**config.mk**
```make
export PLATFORM = sky130hd
export DESIGN_NAME = des_key_schedule
export DESIGN_NICKNAME = d
export VERILOG_FILES = /design/src/rtl/des_pkg.sv /design/src/rtl/des_pc1_permutation.sv /design/src/rtl/des_key_schedule.sv
export SDC_FILE = /design/constraint.sdc
export NUM_CORES = 1
export LEC_CHECK = 0
export CAP_MARGIN = 10
export CORE_ASPECT_RATIO = 1.75
export CORE_MARGIN = 2
export CORE_UTILIZATION = 45
export DETAILED_ROUTE_END_ITERATION = 8
export GPL_ROUTABILITY_DRIVEN = 1
export PLACE_DENSITY = 0.78
export SETUP_SLACK_MARGIN = 0.1
export SYNTH_ARGS = -nofsm -noshare
export SYNTH_HDL_FRONTEND = slang
export SYNTH_SLANG_ARGS = --single-unit
```
**constraint.sdc**
```tcl
create_clock -name i_clk -period 3.3 [get_ports i_clk]
set_input_delay 0.33 -clock i_clk [delete_from_list [all_inputs] [get_ports i_clk]]
set_output_delay 0.33 -clock i_clk [all_outputs]
set_load 0.01 [all_outputs]
```
**src/rtl/des_pkg.sv**
```systemverilog
// Shared DES key-schedule constants: PC-1/PC-2 tables (1-based DES bit numbers), per-round
// rotation amounts for both stream orders, FSM state type and rotate helpers.
package des_pkg;

  localparam int KEY_W    = 64;
  localparam int CD_W     = 28;
  localparam int SUBKEY_W = 48;

  typedef enum logic {IDLE, EMIT} state_e;

  // Entry j names the key bit that lands in PC-1 output bit j+1 (first 28 = C, rest = D).
  localparam int PC1_TBL [2*CD_W] = '{
    57, 49, 41, 33, 25, 17,  9,
     1, 58, 50, 42, 34, 26, 18,
    10,  2, 59, 51, 43, 35, 27,
    19, 11,  3, 60, 52, 44, 36,
    63, 55, 47, 39, 31, 23, 15,
     7, 62, 54, 46, 38, 30, 22,
    14,  6, 61, 53, 45, 37, 29,
    21, 13,  5, 28, 20, 12,  4
  };

  localparam int PC2_TBL [SUBKEY_W] = '{
    14, 17, 11, 24,  1,  5,
     3, 28, 15,  6, 21, 10,
    23, 19, 12,  4, 26,  8,
    16,  7, 27, 20, 13,  2,
    41, 52, 31, 37, 47, 55,
    30, 40, 51, 45, 33, 48,
    44, 49, 39, 56, 34, 53,
    46, 42, 50, 36, 29, 32
  };

  // Entry i = rotation applied before the (i+1)-th subkey of the stream.
  localparam logic [1:0] ENC_ROT [16] = '{
    2'd1, 2'd1, 2'd2, 2'd2, 2'd2, 2'd2, 2'd2, 2'd2,
    2'd1, 2'd2, 2'd2, 2'd2, 2'd2, 2'd2, 2'd2, 2'd1
  };
  localparam logic [1:0] DEC_ROT [16] = '{
    2'd0, 2'd1, 2'd2, 2'd2, 2'd2, 2'd2, 2'd2, 2'd2,
    2'd1, 2'd2, 2'd2, 2'd2, 2'd2, 2'd2, 2'd2, 2'd1
  };

  // DES left rotation moves bit 1 (index 0) towards bit 28 (index 27).
  function automatic logic [CD_W-1:0] rot_left(input logic [CD_W-1:0] v, input logic [1:0] amt);
    case (amt)
      2'd1:    rot_left = {v[0], v[CD_W-1:1]};
      2'd2:    rot_left = {v[1:0], v[CD_W-1:2]};
      default: rot_left = v;
    endcase
  endfunction

  function automatic logic [CD_W-1:0] rot_right(input logic [CD_W-1:0] v, input logic [1:0] amt);
    case (amt)
      2'd1:    rot_right = {v[CD_W-2:0], v[CD_W-1]};
      2'd2:    rot_right = {v[CD_W-3:0], v[CD_W-1:CD_W-2]};
      default: rot_right = v;
    endcase
  endfunction

endpackage

```
**src/rtl/des_pc1_permutation.sv**
```systemverilog
// PC-1: drops the eight parity bits and reorders the key into {D0, C0}; purely combinational.
module des_pc1_permutation
  import des_pkg::*;
(
  input  logic [KEY_W-1:0]  key_i,
  output logic [2*CD_W-1:0] cd_o
);

  for (genvar j = 0; j < 2*CD_W; j++) begin : g_pc1
    localparam int SRC = PC1_TBL[j] - 1;
    assign cd_o[j] = key_i[SRC];
  end

  logic parity_unused;
  assign parity_unused = ^{key_i[63], key_i[55], key_i[47], key_i[39],
                           key_i[31], key_i[23], key_i[15], key_i[7]};

endmodule

```
**src/rtl/des_key_schedule.sv**
```systemverilog
// Streams the 16 DES round subkeys of one key over valid/ready; first subkey one cycle after load,
// then one per handshake. Stalled subkeys hold stable and the C/D registers do not rotate.
module des_key_schedule
  import des_pkg::*;
#(
  parameter bit ALLOW_RESTART = 1'b0
) (
  input  logic                i_clk,
  input  logic                i_rst,
  input  logic                i_start,
  input  logic [KEY_W-1:0]    i_key,
  input  logic                i_decrypt,
  input  logic                i_subkey_ready,
  output logic                o_busy,
  output logic                o_subkey_valid,
  output logic [SUBKEY_W-1:0] o_subkey,
  output logic [3:0]          o_round,
  output logic                o_last,
  output logic                o_done
);

  state_e            state_q, state_d;
  logic [CD_W-1:0]   c_q, c_d, d_q, d_d;
  logic [3:0]        count_q, count_d;
  logic              decrypt_q, decrypt_d;
  logic              done_q, done_d;
  logic [2*CD_W-1:0] pc1_cd, cd;
  logic [CD_W-1:0]   pc1_c, pc1_d;
  logic [3:0]        next_idx;
  logic              emit, hs, last_hs, load;

  des_pc1_permutation u_pc1 (
    .key_i (i_key),
    .cd_o  (pc1_cd)
  );

  assign pc1_c    = pc1_cd[CD_W-1:0];
  assign pc1_d    = pc1_cd[2*CD_W-1:CD_W];
  assign cd       = {d_q, c_q};
  assign emit     = (state_q == EMIT);
  assign hs       = emit & i_subkey_ready;
  assign last_hs  = hs & (count_q == 4'd15);
  assign load     = i_start & (~emit | ALLOW_RESTART);
  assign next_idx = count_q + 4'd1;

  always_ff @(posedge i_clk or posedge i_rst) begin
    if (i_rst) state_q <= IDLE;
    else       state_q <= state_d;
  end

  always_comb begin
    state_d = state_q;
    case (state_q)
      IDLE:    if (load) state_d = EMIT;
      EMIT:    if (load) state_d = EMIT;
               else if (last_hs) state_d = IDLE;
      default: state_d = IDLE;
    endcase
  end

  always_ff @(posedge i_clk or posedge i_rst) begin
    if (i_rst) begin
      c_q       <= '0;
      d_q       <= '0;
      count_q   <= 4'd0;
      decrypt_q <= 1'b0;
      done_q    <= 1'b0;
    end else begin
      c_q       <= c_d;
      d_q       <= d_d;
      count_q   <= count_d;
      decrypt_q <= decrypt_d;
      done_q    <= done_d;
    end
  end

  // A reload wins over a same-cycle handshake, so an aborted stream never reports done.
  always_comb begin
    c_d       = c_q;
    d_d       = d_q;
    count_d   = count_q;
    decrypt_d = decrypt_q;
    done_d    = last_hs & ~load;
    if (load) begin
      decrypt_d = i_decrypt;
      count_d   = 4'd0;
      if (i_decrypt) begin
        c_d = rot_right(pc1_c, DEC_ROT[0]);
        d_d = rot_right(pc1_d, DEC_ROT[0]);
      end else begin
        c_d = rot_left(pc1_c, ENC_ROT[0]);
        d_d = rot_left(pc1_d, ENC_ROT[0]);
      end
    end else if (hs) begin
      count_d = next_idx;
      if (!last_hs) begin
        if (decrypt_q) begin
          c_d = rot_right(c_q, DEC_ROT[next_idx]);
          d_d = rot_right(d_q, DEC_ROT[next_idx]);
        end else begin
          c_d = rot_left(c_q, ENC_ROT[next_idx]);
          d_d = rot_left(d_q, ENC_ROT[next_idx]);
        end
      end
    end
  end

  for (genvar k = 0; k < SUBKEY_W; k++) begin : g_pc2
    localparam int SRC = PC2_TBL[k] - 1;
    assign o_subkey[k] = cd[SRC];
  end

  always_comb begin
    o_busy         = emit;
    o_subkey_valid = emit;
    o_last         = emit & (count_q == 4'd15);
    o_round        = decrypt_q ? (4'd15 - count_q) : count_q;
    o_done         = done_q;
  end

endmodule
```
# == Word-level counts from Yosys, hierarchy flattened ==
# Memory sizes are Yosys's and may differ from the RTL's.
# Cells that the tools add are included.
# totals
memories,2
regBits,63
input_bits,69
output_inout_bits,56
word_cells,54
romBits,64
# classes
n_lt_le_gt_ge,1
n_bitwise,8
n_mux,25
n_addsub,2
n_reduce_logical,3
eq_ne,7
# mem_list
memory,depth,width,read_ports,rd_clocked_by_memory_dff,wr,line,rtl
(no name shown),16,2,1,0,0,des_key_schedule.sv:102,"d_d = rot_left(d_q, ENC_ROT[next_idx]);"
(no name shown),16,2,1,0,0,des_key_schedule.sv:99,"d_d = rot_right(d_q, DEC_ROT[next_idx]);"
# op_table
op,n
2-to-1 mux 28 bit,10
case mux 28 bit (2 select lines),4
2-to-1 mux 4 bit,3
2-to-1 mux 2 bit,4
bitwise AND 1 bit,5
"greater-or-equal comparator 5 bit, second input constant",1
inverter 4 -> 5 bit,1
"adder 4 x 1 -> 4 bit, second input constant",1
"equality test 2 x 1 -> 1 bit, second input constant",2
"equality test 2 bit, second input constant",2
"equality test 4 bit, second input constant",1
"!= test 4 x 1 -> 1 bit, second input constant",1
AND reduction 4 bit,1
nonzero test 4 bit,1
"subtractor 4 bit, first input constant",1
2-to-1 mux 1 bit,3
"!= test 2 x 1 -> 1 bit, second input constant",1
inverter 1 bit,2
case mux 1 bit (2 select lines),1
nonzero test 2 bit,1

# == Logic depth before layout (Yosys ltp) ==
# depth
depth_word,11
mapped_depth,13
mapped_depth_nobuf,10

# == Hierarchy ==
# A second synthesis with hierarchy kept.
# unflattened
hier_cells,611
hier_area_um2,6301.0
# by_module_without_submodules
mod,area_per_inst_um2,cells_per_inst,n_inst,seq_area_each_um2
des_key_schedule,5880.6,555,1,1576.5
des_pc1_permutation,420.4,56,1,0.0

# == Worst setup path after synthesis ==
# OpenSTA, ideal clock, no wires.
# synth_timing
path_type,register to register
from,reg count_q[0]
to,reg c_q[22]
required_ps,3175
setup_slack_ps,542
stages_incl_launch_ff,13
arrival_ps,2633
period_less_slack_ps,2758
cell_sequence,dfrtp_1 ha_1 buf_2 xor2_1 nand2_1 a21oi_1 a21oi_1 ha_1 clkbuf_1 buf_2 mux2i_1 o221ai_2 mux2_2
# synth_between
elab_chain_cells,11
word_cells_on_any_way,24
cone_classes,add/sub: 1; eq/ne: 7; mux: 10; bitwise: 2; reduce/logical: 2; memory: 2
# synth_rtl
item,line,rtl
"start, declared",des_key_schedule.sv:24,"logic [3:0] count_q, count_d;"
"start signal, assigned",des_key_schedule.sv:71,count_q <= count_d;
adder 4 x 1 -> 4 bit,des_key_schedule.sv:44,assign next_idx = count_q + 4'd1;
inverter 4 -> 5 bit (not written as such),"des_key_schedule.sv:98, des_key_schedule.sv:101",
"memory read (16 x 2 bit), on equally long branches",-,
"2-to-1 mux 2 bit, on equally long branches (2 in series)",-,
equality test 2 bit (tied with other cells),-,
"case mux 28 bit (2 select lines), on equally long branches","des_pkg.sv:46, des_pkg.sv:54",
2-to-1 mux 28 bit,des_key_schedule.sv:97,if (decrypt_q) begin
2-to-1 mux 28 bit,des_key_schedule.sv:96,if (!last_hs) begin
2-to-1 mux 28 bit,des_key_schedule.sv:94,end else if (hs) begin
2-to-1 mux 28 bit,des_key_schedule.sv:84,if (load) begin
"end signal, assigned",des_key_schedule.sv:63,c_q <= '0;
"end signal, assigned",des_key_schedule.sv:69,c_q <= c_d;
"end, declared",des_key_schedule.sv:23,"logic [CD_W-1:0] c_q, c_d, d_q, d_d;"
# Several ways; a longest one is shown, not always the timed one. The select of a mux whose other input is x is not followed.
# A chain may end at the register's enable or synchronous reset.

# == Worst setup path in the final report ==
# layout_timing
from,reg count_q[0]
to,reg c_q[24]
# The elaborated chain is that of the path after synthesis.

==> impl_metrics.yaml <==
routing:
  wl_per_cell_um: 19.2
  detail_route.wirelength_mm: 14.9
  drc: 0
  vias: 4511
  dr.pass1.iters: 4
  antenna_left: 0
  viasPerCell: 5.81
  drt-initial-drc-count: 156
sta:
  slew_violations: 0
  slew_headroom: 0.632
  fin_setup_tns_ps: 0
  finalCritPeriodShare: 0.912
  fin_crit_ps: 3010
  finalSetupViolations: 0
  grt_setup_unrepaired: "no"
  max_freq_mhz: 332
  fin_skew_ps: 6.71
  worst_slew_pin_slew_ps: 551
  finalHoldViolations: 0
critical_path:
  path_class: "reg2reg"
  crit_required_ps: 3510
  cp.arrival_ps: 3220
  worstPathMaxFanout: 28
  endpoint_kind: "flop"
  timing.rr.start: "count_q[0]"
  start_kind: "flop"
  crit_start: "count_q[0]"
synth:
  yosys-top-cells-count: "mux2i_1 (113), mux2_2 (72), nand2_1 (64)"
  ys_types: 29
  ys_seq_elements: 63
  synthTopCellsByArea: "dfrtp_1 (26%), mux2i_1 (18%), mux2_2 (13%)"
  async_reset_ff_frac: 1.00
  yosys.area.top_type: "dfrtp_1"
  yosysMostFrequentCell: "mux2i_1"
  postSynthCellCount: 556
  syn-num-nets: 634
  synth-edff-count: 0
  synth_warnings: 0
  syn_area_um2: 6140
  synth_ff_type: "dfrtp_1"
  yosysSeqAreaShare: 0.257
  synth_top_area_frac: 0.257
  avgSynthCellArea_um2: 11.0
global_route:
  grt_pass1_wl_mm: 24.2
  grt_max_degree: 57
  antenna_found_initial: 0
  track_usage: 0.207
  grt_pass1_vias: 4851
  gr-total-overflow: 0
final_layout:
  utilization: 0.554
  final_area_um2: 7410
  diodes: 0
  drive_above_1_share: 0.321
  syn_to_final_growth_pct: 20.7
  nets: 676
placed_design:
  place_area_um2: 7080
  dpl.hpwl_mm: 10.3
  routabilityCongestion: 0.808
  port_buffers: 116
clock_tree:
  cts_buffers: 9
  clockBufferDepth: 2
  cts_tree: "built"
  cts_sinks: 63
  clk_latency_ps: 320
  clk_pin_slew_worst_paths_ps: 50
  htree_levels: 3
  holdBufCountCts: 0
  cts_resized: 0
  cts_root_buf: "clkbuf_16"
  postCtsSetupBuffers: 0
power_and_ir_drop:
  seqPwrFrac: 0.161
  total_power_mw: 9.60
  switchingPower_mw: 4.06
  p_comb_frac: 0.740
  p_int_mw: 5.53
  p_per_area_nw_per_um2: 1300
  pwr-share-clk: 0.100
  ir_drop_mv: 1.05
  switching_share: 0.423
  p_leak_nw: 3.18
floorplanning:
  die_area_um2: 14600
  start_util: 0.459
  die_w_um: 92.3
  io_pins: 125
  chipHeight_um: 158
  num_rows: 56
  core_area_um2: 13400
flow_run:
  drv_cap: 0
worst_hold_path:
  hold_class: "in2async"
status:
  status: "completed"
[metrics by stage]
step	hold WS [ps]	setup slack (ps)	instances
final	355	290	776
after CTS	349	124	776
after detailed placement	586	200	761
after global routing	384	139	776
after floorplan	486	542	556
after global placement	570	292	761
[path summary, 6_finish.rpt]
kind,endpoint,slack [ps],cells after the start
max reg2reg,c_q[24],290,12
max in group asynchronous,count_q[0],2210,3
min reg2reg,d_q[9],600,1
max,c_q[24],290,12
min in group i_clk,d_q[9],600,1
min,c_q[11],350,2
[cells in the final DEF (no fill, tap or decap), drive strengths merged, types with 2 or more instances in the layout]
cell type / instances
a21oi: 5
a31oi: 2
buf: 14
clkbuf: 12
clkdlybuf4s50: 115
dfrtp: 63
ha: 9
inv: 4
mux2: 112
mux2i: 113
nand2: 64
nand3: 3
nor2: 8
o21ai: 5
o221ai: 56
xnor2: 2
xor2: 6
[worst max-delay path: stages (launching register included)]
cell and delay [ps]:
dfrtp_2 480, ha_4 230, xnor2_1 230, nand2_1 90, a21oi_1 270, a21oi_1 100, buf_4 180, ha_4 200
mux2i_1 140, a31oi_1 140, nor2_4 180, buf_12 250, mux2_2 370
[power by group through the flow]
stage | registers (mW) | logic [mW] | clock network (mW)
after CTS | 1.52 | 7.11 | 0.978
after global placement | 1.51 | 6.93 | 0
after detailed placement | 1.53 | 7.09 | 0
after global routing | 1.59 | 7.53 | 1.00
after floorplan | 1.35 | 5.79 | 0
final | 1.54 | 7.10 | 0.958
[cells by family (layout without fill, tap and decap cells)]
kind of cell / Yosys count / in the layout / synth area share
compound gates: 70 / 70 / 0.134
fa+ha+maj: 9 / 9 / 0.0183
simple gates: 79 / 79 / 0.0520
mux: 225 / 225 / 0.414
xor+xnor: 8 / 8 / 0.0114
buf+inv: 102 / 148 / 0.113
flops: 63 / 63 / 0.257
[metal layers]
layer | vias to the layer above | global-route usage | wire (um)
met5 | - | 0 | 0
met4 | 0 | 0.0796 | 294
met2 | 99 | 0.407 | 8480
li1 | 2096 | - | -
met1 | 2296 | 0.219 | 5690
met3 | 20 | 0.0303 | 456
[cell type report]
class	count	area, um2
Inverter	4	15.0
Clock buffer	12	256
Sequential cell	63	1580
Timing Repair Buffer	129	1370
Clock inverter	3	42.5
Tap cell	174	218
Fill cell	1142	5970
Multi-Input combinational cell	391	3930
[state kept, by name, summed over array words and instances (netlist names)]
name	cells
d_q	28
count_q	4
o_done	1
c_q	28
o_busy	1
decrypt_q	1
(Power assumes the default switching activity.)
==> patch 1: new RTL, same settings <==
Set the parameter `ALLOW_RESTART` to 1'b1 (it was 1'b0).
--- a/src/rtl/des_key_schedule.sv
+++ b/src/rtl/des_key_schedule.sv
@@ -4,5 +4,5 @@
   import des_pkg::*;
 #(
-  parameter bit ALLOW_RESTART = 1'b0
+  parameter bit ALLOW_RESTART = 1'b1
 ) (
   input  logic                i_clk,
Formal check against the unedited RTL: not equivalent (a bounded check fails within 4 cycles, from zero or initial values and one cycle with i_rst high).
==> patch 1 against the original RTL <==
Clock skew decreased by 0.0025 ns. Global-route usage increased by 2.7 points. Worst setup slack improved by 0.026 ns. Cell area decreased by 2.7%. Area after synthesis increased by 0.12%. Routed wire length increased by 13%. Maximum frequency increased by 0.88%. Via count increased by 30%. Sequential cell count unchanged. Die area increased by 0.12%. Largest cell class unchanged.
Power is not compared: it rests on default switching activity, and its combinational part moved more than twofold at a synthesized area within 25%.
==> patch 1: results <==
{
  "worst_r2r_path_depth": 13,
  "hpwl_um": 10800,
  "diodes": 0,
  "htree_levels": 3,
  "track_usage_pct": 23.4,
  "crit_fanout": 26,
  "wl_per_cell_um": 17.0,
  "vdd_drop_max_mv": 0.264,
  "clk_pin_slew_ns": 0.05,
  "vias_per_cell": 5.88,
  "ys_top_cells_by_area": "dfrtp_1 (26%), mux2_2 (10%), mux2i_1 (9.3%), o21ai_0 (9.0%), buf_4 (7.5%)",
  "avgSynthCellArea_um2": 7.67,
  "first_iter_violations": 465,
  "ctsResizeCount": 0,
  "run_status": "finished clean",
  "finalClockSkew_ns": 0.00423,
  "grt_pass1_vias": 5965,
  "root_buffer": "clkbuf_16",
  "yosys_warnings": 0,
  "synthFlopType": "dfrtp_1",
  "antenna_found_initial": 0,
  "fin_nets": 893,
  "firstDrtPassIters": 5,
  "clk-insertion-delay-late_ns": 0.34,
  "cts_buffer_depth": 2,
  "min_path_type": "input port to async pin",
  "grt_start_max_net_pins": 89,
  "pre_cts_ws_ns": 0.149,
  "p_leak_nw": 2.72,
  "place_congestion": 0.844,
  "crit_family": "simple AND/OR/NAND/NOR gates",
  "cpPeakStageDelay_ns": 0.45,
  "cts_made_buffers": 9,
  "portBuffers": 116,
  "synth_top_area_share_pct": 25.7,
  "worst_pin_slew_ns": 0.766,
  "dpl_cell_area_um2": 6930,
  "wirelength_um": 16900,
  "grt_pass1_wl_um": 28000,
  "synth_fp_nets": 876,
  "synthArstFlopShare_pct": 100,
  "synth_cell_types": 32,
  "arrival_ns": 3.26,
  "top_regs": "c_q (28), d_q (28), count_q (4)",
  "cts_setup_buffers": 0,
  "post_route_cells_drive_above_1_share_pct": 13.4,
  "cp_slowest_cell": "or3_1",
  "place_inst": 981,
  "yosys-top-cells-count": "nand2_1 (117), o21ai_0 (111), dfrtp_1 (63), nor2_1 (63), buf_4 (61)",
  "seq_area_frac_synth_pct": 25.7,
  "fillers": 1320
}
## patch 1: changes by cell type after synthesis, moves of 45 or more
cell | before | now
nand2_1 | 64 | 117
o21ai_0 | 5 | 111
nand3_1 | 3 | 59
a31o_1 | 0 | 45
mux2i_1 | 113 | 57
a21oi_1 | 5 | 60
nor2_1 | 7 | 63
## patch 1: logic make-up after synthesis
| group | synth area share (%) |
|---|---|
| buf+inv | 12.9 |
| compound gates | 22.9 |
| mux | 19.7 |
| simple gates | 16.6 |
| xor+xnor | 0.998 |
| fa+ha+maj | 1.22 |
| flops | 25.7 |
## patch 1: final timing paths
kind	start	end	slack, ns
setup / recovery	count_q[0]	c_q[1]	0.32
max in group asynchronous	i_rst	decrypt_q	2.57
min in group i_clk	count_q[1]	count_q[1]	0.64
setup reg to reg	count_q[0]	c_q[1]	0.32
hold reg to reg	count_q[1]	count_q[1]	0.64
hold / removal	i_rst	c_q[10]	0.40
## patch 1: routing by layer
metal	track usage (%)	part of all wire, %	vias up
met5	0	0	-
met4	11.2	2.7	0
met3	3.79	5.6	31
met2	42.5	53	202
met1	26.5	39	2802
li1	-	-	2817
## patch 1: cell type report
class | count | area (µm²) | share of cell area [%]
Tap cell | 174 | 218 | 3.02
Multi-Input combinational cell | 608 | 3800 | 52.7
Inverter | 4 | 15.0 | 0.208
Timing Repair Buffer | 132 | 1330 | 18.4
Clock inverter | 1 | 5.00 | 0.0694
Sequential cell | 63 | 1580 | 22.0
Clock buffer | 13 | 260 | 3.61
## patch 1: where the power goes
| group | switching, mW | leakage [nW] | internal, mW |
|---|---|---|---|
| Clock | 0.342 | 0.132 | 0.540 |
| Sequential | 0.220 | 0.764 | 0.910 |
| Combinational | 0.684 | 1.83 | 0.683 |
==> patch 2: new RTL, same settings <==
Without the edit above. Take the reset off `c_q` and `d_q` and load them in a clocked block of their own.
--- a/src/rtl/des_key_schedule.sv
+++ b/src/rtl/des_key_schedule.sv
@@ -61,16 +61,17 @@
   always_ff @(posedge i_clk or posedge i_rst) begin
     if (i_rst) begin
-      c_q       <= '0;
-      d_q       <= '0;
       count_q   <= 4'd0;
       decrypt_q <= 1'b0;
       done_q    <= 1'b0;
     end else begin
-      c_q       <= c_d;
-      d_q       <= d_d;
       count_q   <= count_d;
       decrypt_q <= decrypt_d;
       done_q    <= done_d;
     end
+  end
+
+  always_ff @(posedge i_clk) begin
+    c_q <= c_d;
+    d_q <= d_d;
   end
 
Formal check against the unedited RTL: not equivalent (a bounded check fails within 4 cycles, from zero or initial values and one cycle with i_rst high).
==> patch 2 against the original RTL <==
Cell area fell by 7.0%. Critical endpoint is now d_q[24]. Area after synthesis fell by 6.7%. Critical path type unchanged. Sequential cell count unchanged. Routed wire length shrank 8.8%. Cell count down 9.0%. Worst setup slack gained 0.012 ns.
Power is left out: the tool's default activity adds up to more than one toggle a clock period on the data nets, which glitch-free logic cannot reach.
==> patch 2: results <==
{
  "synth_cell_types": 31,
  "seq_area_frac_synth_pct": 32.4,
  "firstDrtPassIters": 5,
  "muxShareOfSynthArea_pct": 30.9,
  "synthArstFlopShare_pct": 11.1,
  "finalClockSkew_ns": 0.00569,
  "fin_nets": 611,
  "hpwl_um": 9510,
  "run_status": "finished clean",
  "cp_slowest_cell": "dfrtp_1",
  "maxSlewHeadroom_pct": 34.3,
  "place_congestion": 0.778,
  "worst_r2r_path_depth": 9,
  "synth_compound_area_share_pct": 14.1,
  "vias": 4092,
  "ys_top_cells_by_area": "edfxtp_1 (29%), mux2i_1 (20%), mux2_2 (11%), o221ai_2 (10%), buf_4 (7.1%)",
  "cpPeakStageDelay_ns": 0.54,
  "pre_cts_ws_ns": 0.211,
  "r2r-start": "count_q[2]",
  "yosys-top-cells-count": "mux2i_1 (114), edfxtp_1 (56), mux2_2 (56)",
  "layout_setup_ws_ns": 0.302,
  "synth_edf_count": 56,
  "grt_pass1_vias": 4343,
  "fillers": 1122,
  "crit_fanout": 56,
  "grt_start_max_net_pins": 58,
  "reg2reg_to": "d_q[24]",
  "arrival_ns": 2.99,
  "first_iter_violations": 131,
  "holdWs_ns": 0.236
}
[patch 2: cell count changes after synthesis, sizes merged, moves of 2 or more]
cell,change
nor2,-4
a31oi,-2
nor3,+3
and3,+2
clkbuf,-4
mux2,-56
a21oi,-3
nand2,-6
edfxtp,+56
dfrtp,-56
[patch 2: per-stage QoR]
stage          cells  util, %
6_report         706     55.4
5_1_grt          706     55.4
4_1_cts          706     55.2
3_5_place_dp     690     53.0
3_3_place_gp     690     53.0
2_1_floorplan    489        -
[patch 2: layout make-up]
cell class	instances	area (µm²)	area share [%]
clock inverters	5	48.8	0.709
flip-flops and latches	63	1860	27.0
repair buffers	126	1270	18.5
inverters	4	15.0	0.218
clock buffers	11	233	3.38
well taps	168	210	3.05
multi-input cells	329	3250	47.2
[patch 2: metal layers]
layer / track usage, % / share of wire [%]
met3: 3.78 / 3.8
met1: 21.1 / 37
met5: 0 / 0
met2: 38.3 / 57
met4: 6.47 / 2.0
